$ cat src/rtl/wb_sequencer.sv
// Write-back sequencer: accepts one register-file write request, waits for the
// selected result source to become valid, then issues a single-cycle write.
module wb_sequencer #(
  parameter int WAIT_MAX = 64
) (
  input  logic       clk,
  input  logic       reset,
  input  logic       wb_req,
  input  logic [3:0] wb_src,
  input  logic [4:0] wb_dst,
  input  logic       multdiv_busy,
  input  logic       shift_busy,
  output logic [3:0] mux_dataSource_control,
  output logic       reg_write,
  output logic [4:0] write_reg,
  output logic       wb_ack,
  output logic       wb_err,
  output logic       wb_busy
);

  localparam int CW = (WAIT_MAX > 2) ? $clog2(WAIT_MAX) : 1;
  localparam logic [CW-1:0] CNT_LAST = CW'(WAIT_MAX - 1);

  typedef enum logic [1:0] {
    S_IDLE  = 2'd0,
    S_WAIT  = 2'd1,
    S_WRITE = 2'd2,
    S_ERR   = 2'd3
  } state_t;

  state_t        state_r, state_s;
  logic [3:0]    src_r, src_s;
  logic [4:0]    dst_r, dst_s;
  logic [CW-1:0] cnt_r, cnt_s;
  logic          rw_r, ack_r, err_r, busy_r;
  logic          rw_s, ack_s, err_s, busy_s;

  // Only the HI/LO and shift-register sources can be not-yet-valid.
  function automatic logic src_pending(input logic [3:0] src,
                                       input logic       md_busy,
                                       input logic       sh_busy);
    logic pend;
    case (src)
      4'd2, 4'd3: pend = md_busy;
      4'd4:       pend = sh_busy;
      default:    pend = 1'b0;
    endcase
    return pend;
  endfunction

  // Next-state, latch and wait-counter logic.
  always_comb begin
    state_s = state_r;
    src_s   = src_r;
    dst_s   = dst_r;
    cnt_s   = cnt_r;
    case (state_r)
      S_IDLE: begin
        if (wb_req) begin
          src_s = wb_src;
          dst_s = wb_dst;
          cnt_s = '0;
          if (wb_src >= 4'd10) begin
            state_s = S_ERR;
          end else if (src_pending(wb_src, multdiv_busy, shift_busy)) begin
            state_s = S_WAIT;
          end else begin
            state_s = S_WRITE;
          end
        end else begin
          state_s = S_IDLE;
        end
      end
      S_WAIT: begin
        if (!src_pending(src_r, multdiv_busy, shift_busy)) begin
          state_s = S_WRITE;
        end else if (cnt_r == CNT_LAST) begin
          state_s = S_ERR;
        end else begin
          cnt_s = cnt_r + CW'(1);
        end
      end
      S_WRITE: state_s = S_IDLE;
      S_ERR:   state_s = S_IDLE;
      default: state_s = S_IDLE;
    endcase
  end

  // Outputs are computed from the next state so they come straight off flops.
  always_comb begin
    ack_s  = (state_s == S_WRITE);
    rw_s   = (state_s == S_WRITE) && (dst_s != 5'd0);
    err_s  = (state_s == S_ERR);
    busy_s = (state_s != S_IDLE);
  end

  // State, latched request fields and registered outputs.
  always_ff @(posedge clk or negedge reset) begin
    if (!reset) begin
      state_r <= S_IDLE;
      src_r   <= 4'd0;
      dst_r   <= 5'd0;
      cnt_r   <= '0;
      rw_r    <= 1'b0;
      ack_r   <= 1'b0;
      err_r   <= 1'b0;
      busy_r  <= 1'b0;
    end else begin
      state_r <= state_s;
      src_r   <= src_s;
      dst_r   <= dst_s;
      cnt_r   <= cnt_s;
      rw_r    <= rw_s;
      ack_r   <= ack_s;
      err_r   <= err_s;
      busy_r  <= busy_s;
    end
  end

  assign mux_dataSource_control = src_r;
  assign write_reg              = dst_r;
  assign reg_write              = rw_r;
  assign wb_ack                 = ack_r;
  assign wb_err                 = err_r;
  assign wb_busy                = busy_r;

  wb_sequencer_checker u_chk (
    .clk       (clk),
    .reset     (reset),
    .reg_write (reg_write),
    .wb_ack    (wb_ack),
    .wb_err    (wb_err)
  );

endmodule

// Protocol invariants of the sequencer outputs.
module wb_sequencer_checker (
  input logic clk,
  input logic reset,
  input logic reg_write,
  input logic wb_ack,
  input logic wb_err
);

  a_ack_err_excl: assert property (@(posedge clk) disable iff (!reset)
    !(wb_ack && wb_err));

  a_write_only_on_ack: assert property (@(posedge clk) disable iff (!reset)
    reg_write |-> wb_ack);

endmodule

$ cat config.mk
export PLATFORM = sky130hd
export DESIGN_NAME = wb_sequencer
export DESIGN_NICKNAME = d
export VERILOG_FILES = /design/src/rtl/wb_sequencer.sv
export SDC_FILE = /design/constraint.sdc
export NUM_CORES = 1
export LEC_CHECK = 0
export CAP_MARGIN = 25
export CORE_MARGIN = 4
export CORE_UTILIZATION = 46
export CTS_CLUSTER_SIZE = 25
export DETAILED_ROUTE_END_ITERATION = 7
export PLACE_DENSITY = 0.75
export RECOVER_POWER = 50
export SLEW_MARGIN = 10
export SYNTH_ARGS = -nofsm -noshare
export SYNTH_HDL_FRONTEND = slang
export SYNTH_SLANG_ARGS = --single-unit
$ cat constraint.sdc
create_clock -name clk -period 1.8 [get_ports clk]
set_input_delay 0.27 -clock clk [delete_from_list [all_inputs] [get_ports clk]]
set_output_delay 0.27 -clock clk [all_outputs]
set_load 0.1 [all_outputs]
* Word-level counts from Yosys, hierarchy flattened
Index checks and enable logic that the tools add are counted.
W data, S select, Z words.
** Operators by class
- Magnitude comparators :: 1
- Reduce and logical (&&, ||, !) cells :: 10
- Mux-type cells :: 18
- $add $sub $neg :: 1
- Equality and inequality tests :: 15
** Operator list (number)
- $mux W6 :: 3
- $eq A4 B2 Y1 const B :: 4
- $pmux W6 S2 :: 1
- $mux W2 :: 5
- $mux W5 :: 2
- $eq A2 B2 Y1 const B :: 4
- $eq A4 B3 Y1 const B :: 2
- $add A6 B1 Y6 const B :: 1
- $eq A6 B6 Y1 const B :: 1
- $pmux W2 S3 :: 1
- $reduce_or A2 Y1 :: 3
- $reduce_bool A5 Y1 :: 1
- $ge A4 B4 Y1 const B :: 1
- $mux W1 :: 4
- $ne A2 B2 Y1 const B :: 2
- $pmux W1 S2 :: 2
- $reduce_and A4 Y1 :: 1
- $reduce_bool A2 Y1 :: 2
- $eq A2 B1 Y1 const B :: 1
- $logic_not A2 Y1 :: 1
- $ne A2 B1 Y1 const B :: 1
- $reduce_and A2 Y1 :: 1
- $logic_and A1 B1 Y1 :: 1
** Storage, ports and cells
- Logic and storage cells :: 53
- Bits of input ports :: 14
- Register bits :: 21
- Output and inout bits :: 13

* Depth between registers and ports, before layout
- Depth after elaboration :: 12
- Depth in mapped cells :: 5
- Mapped depth without buffers :: 5

* Worst setup path before layout
OpenSTA, ideal clock, no wires.
- Path type :: register to register
- Start point :: register src_r[2] (netlist: mux_dataSource_control[2])
- End point :: register cnt_r[3]
- Cell stages (with the launch flop) :: 5
- Setup time :: 0.078 ns
- Slack :: -0.165 ns
- Arrival :: 1.887 ns
- Path buffers :: 0
- Data required time :: 1.722 ns
- Period minus slack after synthesis :: 1.965 ns
- Path through :: dfrtp_1 -> and4bb_1 -> o221ai_2 -> or3_1 -> a21oi_1
** Between the ends
- Longest elaborated chain between the ends :: 6
- Elaborated cells on any way between the ends :: 8
- Those cells by class :: eq/ne (4); mux (2); reduce/logical (2)
** Ends and longest elaborated chain
- start: declaration :: line 32 : logic [3:0] src_r, src_s;
- start signal: assignment :: line 110 : src_r <= src_s;
- $eq A4 B2 Y1 :: line 43 : case (src)
- $reduce_or A2 Y1 :: line 43
- $pmux W1 S2 (*) :: line 43
- $mux W1 (*) :: line 57 : case (state_r)
- $ne A2 B1 Y1 (no source line) (*)
- $reduce_and A4 Y1 (no source line) (*)
- end signal: assignment :: line 112 : cnt_r <= cnt_s;
- end: declaration :: line 34 : logic [CW-1:0] cnt_r, cnt_s;
Mark *: on every way between the ends. The rest lies on a longest branch, timed or not. The select of a mux whose other input is x is not followed.
A chain may end at the register's enable or synchronous reset.

* Worst setup path in the final report
- Start point :: register cnt_r[0]
- End point :: register busy_r (netlist: wb_busy)
** Between the ends
- Longest elaborated chain between the ends :: 5
** Ends and longest elaborated chain
- $eq A6 B6 Y1 :: line 77 : end else if (cnt_r == CNT_LAST) begin
- $mux W2 :: line 77
- $mux W2 :: line 75 : if (!src_pending(src_r, multdiv_busy, shift_busy)) begin
- $pmux W2 S3 :: line 57
- $reduce_bool A2 Y1 :: line 94 : busy_s = (state_s != S_IDLE);
- via busy_s :: line 36 : logic rw_s, ack_s, err_s, busy_s;
- end signal: assignment :: line 116 : busy_r <= busy_s;
- end: declaration :: line 35 : logic rw_r, ack_r, err_r, busy_r;
The timed path passes the listed nets, and every way through them passes these cells.

==> qor.yml <==
power_and_ir_drop:
  clockPowerShare_pct: 9.0
  p_int_mw: 1.027
  pwr-share-comb_pct: 61.3
  p_seq_share_pct: 29.7
  powerDensity_nw_per_um2: 1828
  p_switching_mw: 1.384
  irDropWorstVdd_mv: 1.496
  p_leak_nw: 0.6151
  p_sw_share_pct: 57.40
routing:
  wl_per_cell_um: 13.80
  drt-total-wl_um: 2181
  viasPerCell: 5.304
  drc_errors: 0
  drt_iter0_drc: 9
  final_antenna_net_count: 0
  first_pass_iters: 4
  vias: 838
global_route:
  grt_pass1_vias: 809
  grt_usage_pct: 17.19
  antenna_found_initial: 0
  grt-ovfl-total: 0
  grt_pass1_wl_um: 3691
  grt_max_degree: 22
finish:
  utilization_pct: 65.88
  nets: 147
  n_antenna_cell: 0
  largest_reg_flops: 6
  syn2layout_area_growth_pct: 32.08
  drive_above_1_share_pct: 22.90
clock_network:
  cts_max_path_buffers: 2
  clock_latency_ns: 0.29
  cts_buffers: 3
  cts_setup_buffers: 0
  clock_sinks: 21
  cts_hold_buf: 0
  ctsResizeCount: 0
  cts_max_level: 1
  cts-root-buf: "clkbuf_4"
  cts_tree: "yes"
  clkTransAtPathRegs_ns: 0.11
worst_setup_path:
  critPathArrivalTime_ns: 1.75
  worstPathRequired_ns: 1.96
  cp-startpoint: "cnt_r[0]"
  crit_type: "reg2reg"
  start_kind: "flip-flop"
  worst-path-max-fanout: 5
  worstSetupEndpointType: "flip-flop"
  r2r-start: "cnt_r[0]"
synth:
  syn_area_um2: 998.5
  synthesis.nets: 114
  yosys_warnings: 0
  yosysUniqueCellTypes: 33
  syn_avg_cell_area_um2: 10.09
  netlist_instances: 99
  synth_ff_type: "dfrtp_1"
  synth-seq-cells: 21
  seq_area_frac_synth_pct: 52.63
  async_reset_ff_share_pct: 100.0
  synth_edf_count: 0
sta:
  fin_crit_sh_pct: 88.20
  worst_pin_slew_ns: 1.080
  finalHoldViolations: 0
  setup_tns_ns: 0
  fmax_mhz: 629.9
  drv_slew: 0
  finalClockSkew_ns: 0.0006008
  final-setup-viol-count: 0
  slew_headroom_pct: 27.99
  rsz0062_at_grt: "false"
  min_period_ns: 1.588
die:
  die_w_um: 54.59
  core_area_um2: 2002
  num_io_pins: 27
  row_count: 16
  dieArea_um2: 2980
  die_h_um: 54.59
  start_util_pct: 49.88
place:
  place.gp.congestion: 0.7600
  io_buffers: 26
  place_hpwl_um: 1713
outcome:
  outcome: "complete, no violations"
worst_hold_path:
  worstHoldStart: "mux_dataSource_control[0]"
  holdCritPathClass: "reg2reg"
flow_run:
  maxCapViolCount: 0
-- cells in the mapped netlist, types with 2 or more instances --
cell type / number / area, µm²
clkbuf_1: 2 / 7.510
nor2b_1: 3 / 18.77
dfrtp_1: 21 / 525.5
nand2_1: 30 / 112.6
or3_1: 2 / 12.51
nor3_1: 3 / 15.01
a21oi_1: 2 / 10.01
nor2_1: 2 / 7.510
o21ai_0: 4 / 20.02
or4_1: 2 / 15.01
mux2i_1: 3 / 30.03
inv_1: 3 / 11.26
o211ai_1: 2 / 15.01
-- cell families (layout without fill, tap and decap cells) --
group,count (synthesis),in the layout,share of synthesized area [%]
AO/OA/AOI/OAI,16,16,12.78
adder cells (fa/ha/maj),1,1,1.253
buffers and inverters,5,37,1.880
flip-flops,21,21,52.63
multiplexers,3,3,3.008
AND/OR/NAND/NOR,53,53,28.45
-- area by class of cell --
type | count | area (µm²)
fill | 158 | 683.2
sequential | 21 | 529.3
multi-input combinational | 73 | 454.2
timing repair buffer | 30 | 262.8
tap | 27 | 33.78
clock buffer | 3 | 22.52
inverter | 3 | 11.26
clock inverter | 1 | 5.005
-- power groups by stage --
stage	Sequential [mW]	Combinational [mW]	Clock [mW]
global route	0.733	1.54	0.249
global placement	0.734	1.55	0
detailed placement	0.738	1.57	0
CTS	0.728	1.57	0.226
floorplan	1.58	0.248	0
finish	0.715	1.48	0.217
-- worst max-delay path, stage by stage (launching register included) --
cell	delay [ns]
dfrtp_1	0.43
ha_1	0.23
nand3_1	0.19
o221ai_2	0.17
a21oi_2	0.29
o211ai_1	0.15
-- final timing paths --
path,endpoint,slack (ns),depth (start not counted)
max in group asynchronous,mux_dataSource_control[2],0.40,2
worst max-delay path,wb_busy,0.21,5
worst max register to register,wb_busy,0.21,5
min in group asynchronous,cnt_r[5],0.68,2
worst min-delay path,mux_dataSource_control[0],0.51,2
worst min register to register,mux_dataSource_control[0],0.51,2
-- cell usage in the layout, fill, tap and decap left out, types with 2 or more instances in the layout --
master           instances
or4_1                    2
or3_1                    2
inv_1                    3
clkbuf_1                 2
clkdlybuf4s50_1         12
dfrtp_1                 18
buf_4                    8
nand2_1                 30
o211ai_1                 2
nor3_1                   3
a21oi_1                  2
nor2b_1                  3
buf_12                   2
o21ai_0                  4
clkbuf_4                 3
dfrtp_2                  3
clkbuf_2                 5
nor2_1                   2
mux2i_1                  3
-- layer usage --
layer / share of wire, % / track usage (%) / vias up
li1: - / - / 416
met4: 1.7 / 7.469 / 0
met3: 5.0 / 2.725 / 4
met1: 46 / 23.92 / 397
met5: 0 / 0 / -
met2: 47 / 26.18 / 21
-- stage by stage --
stage                     setup WS (ns)  power (mW)  std cells  hold slack (ns)  area (µm²)
after floorplan                 0.05644       1.825         99         -0.02559        1002
after global placement          0.04471       2.286        154           0.4851        1336
after detailed placement       0.009609       2.307        154           0.4907        1336
after CTS                        0.2182       2.526        158           0.3051        1364
after global routing            0.09042       2.526        158           0.5233        1319
final                            0.2125       2.411        158           0.5107        1319
Note: power is estimated with default switching activity, not from simulation.
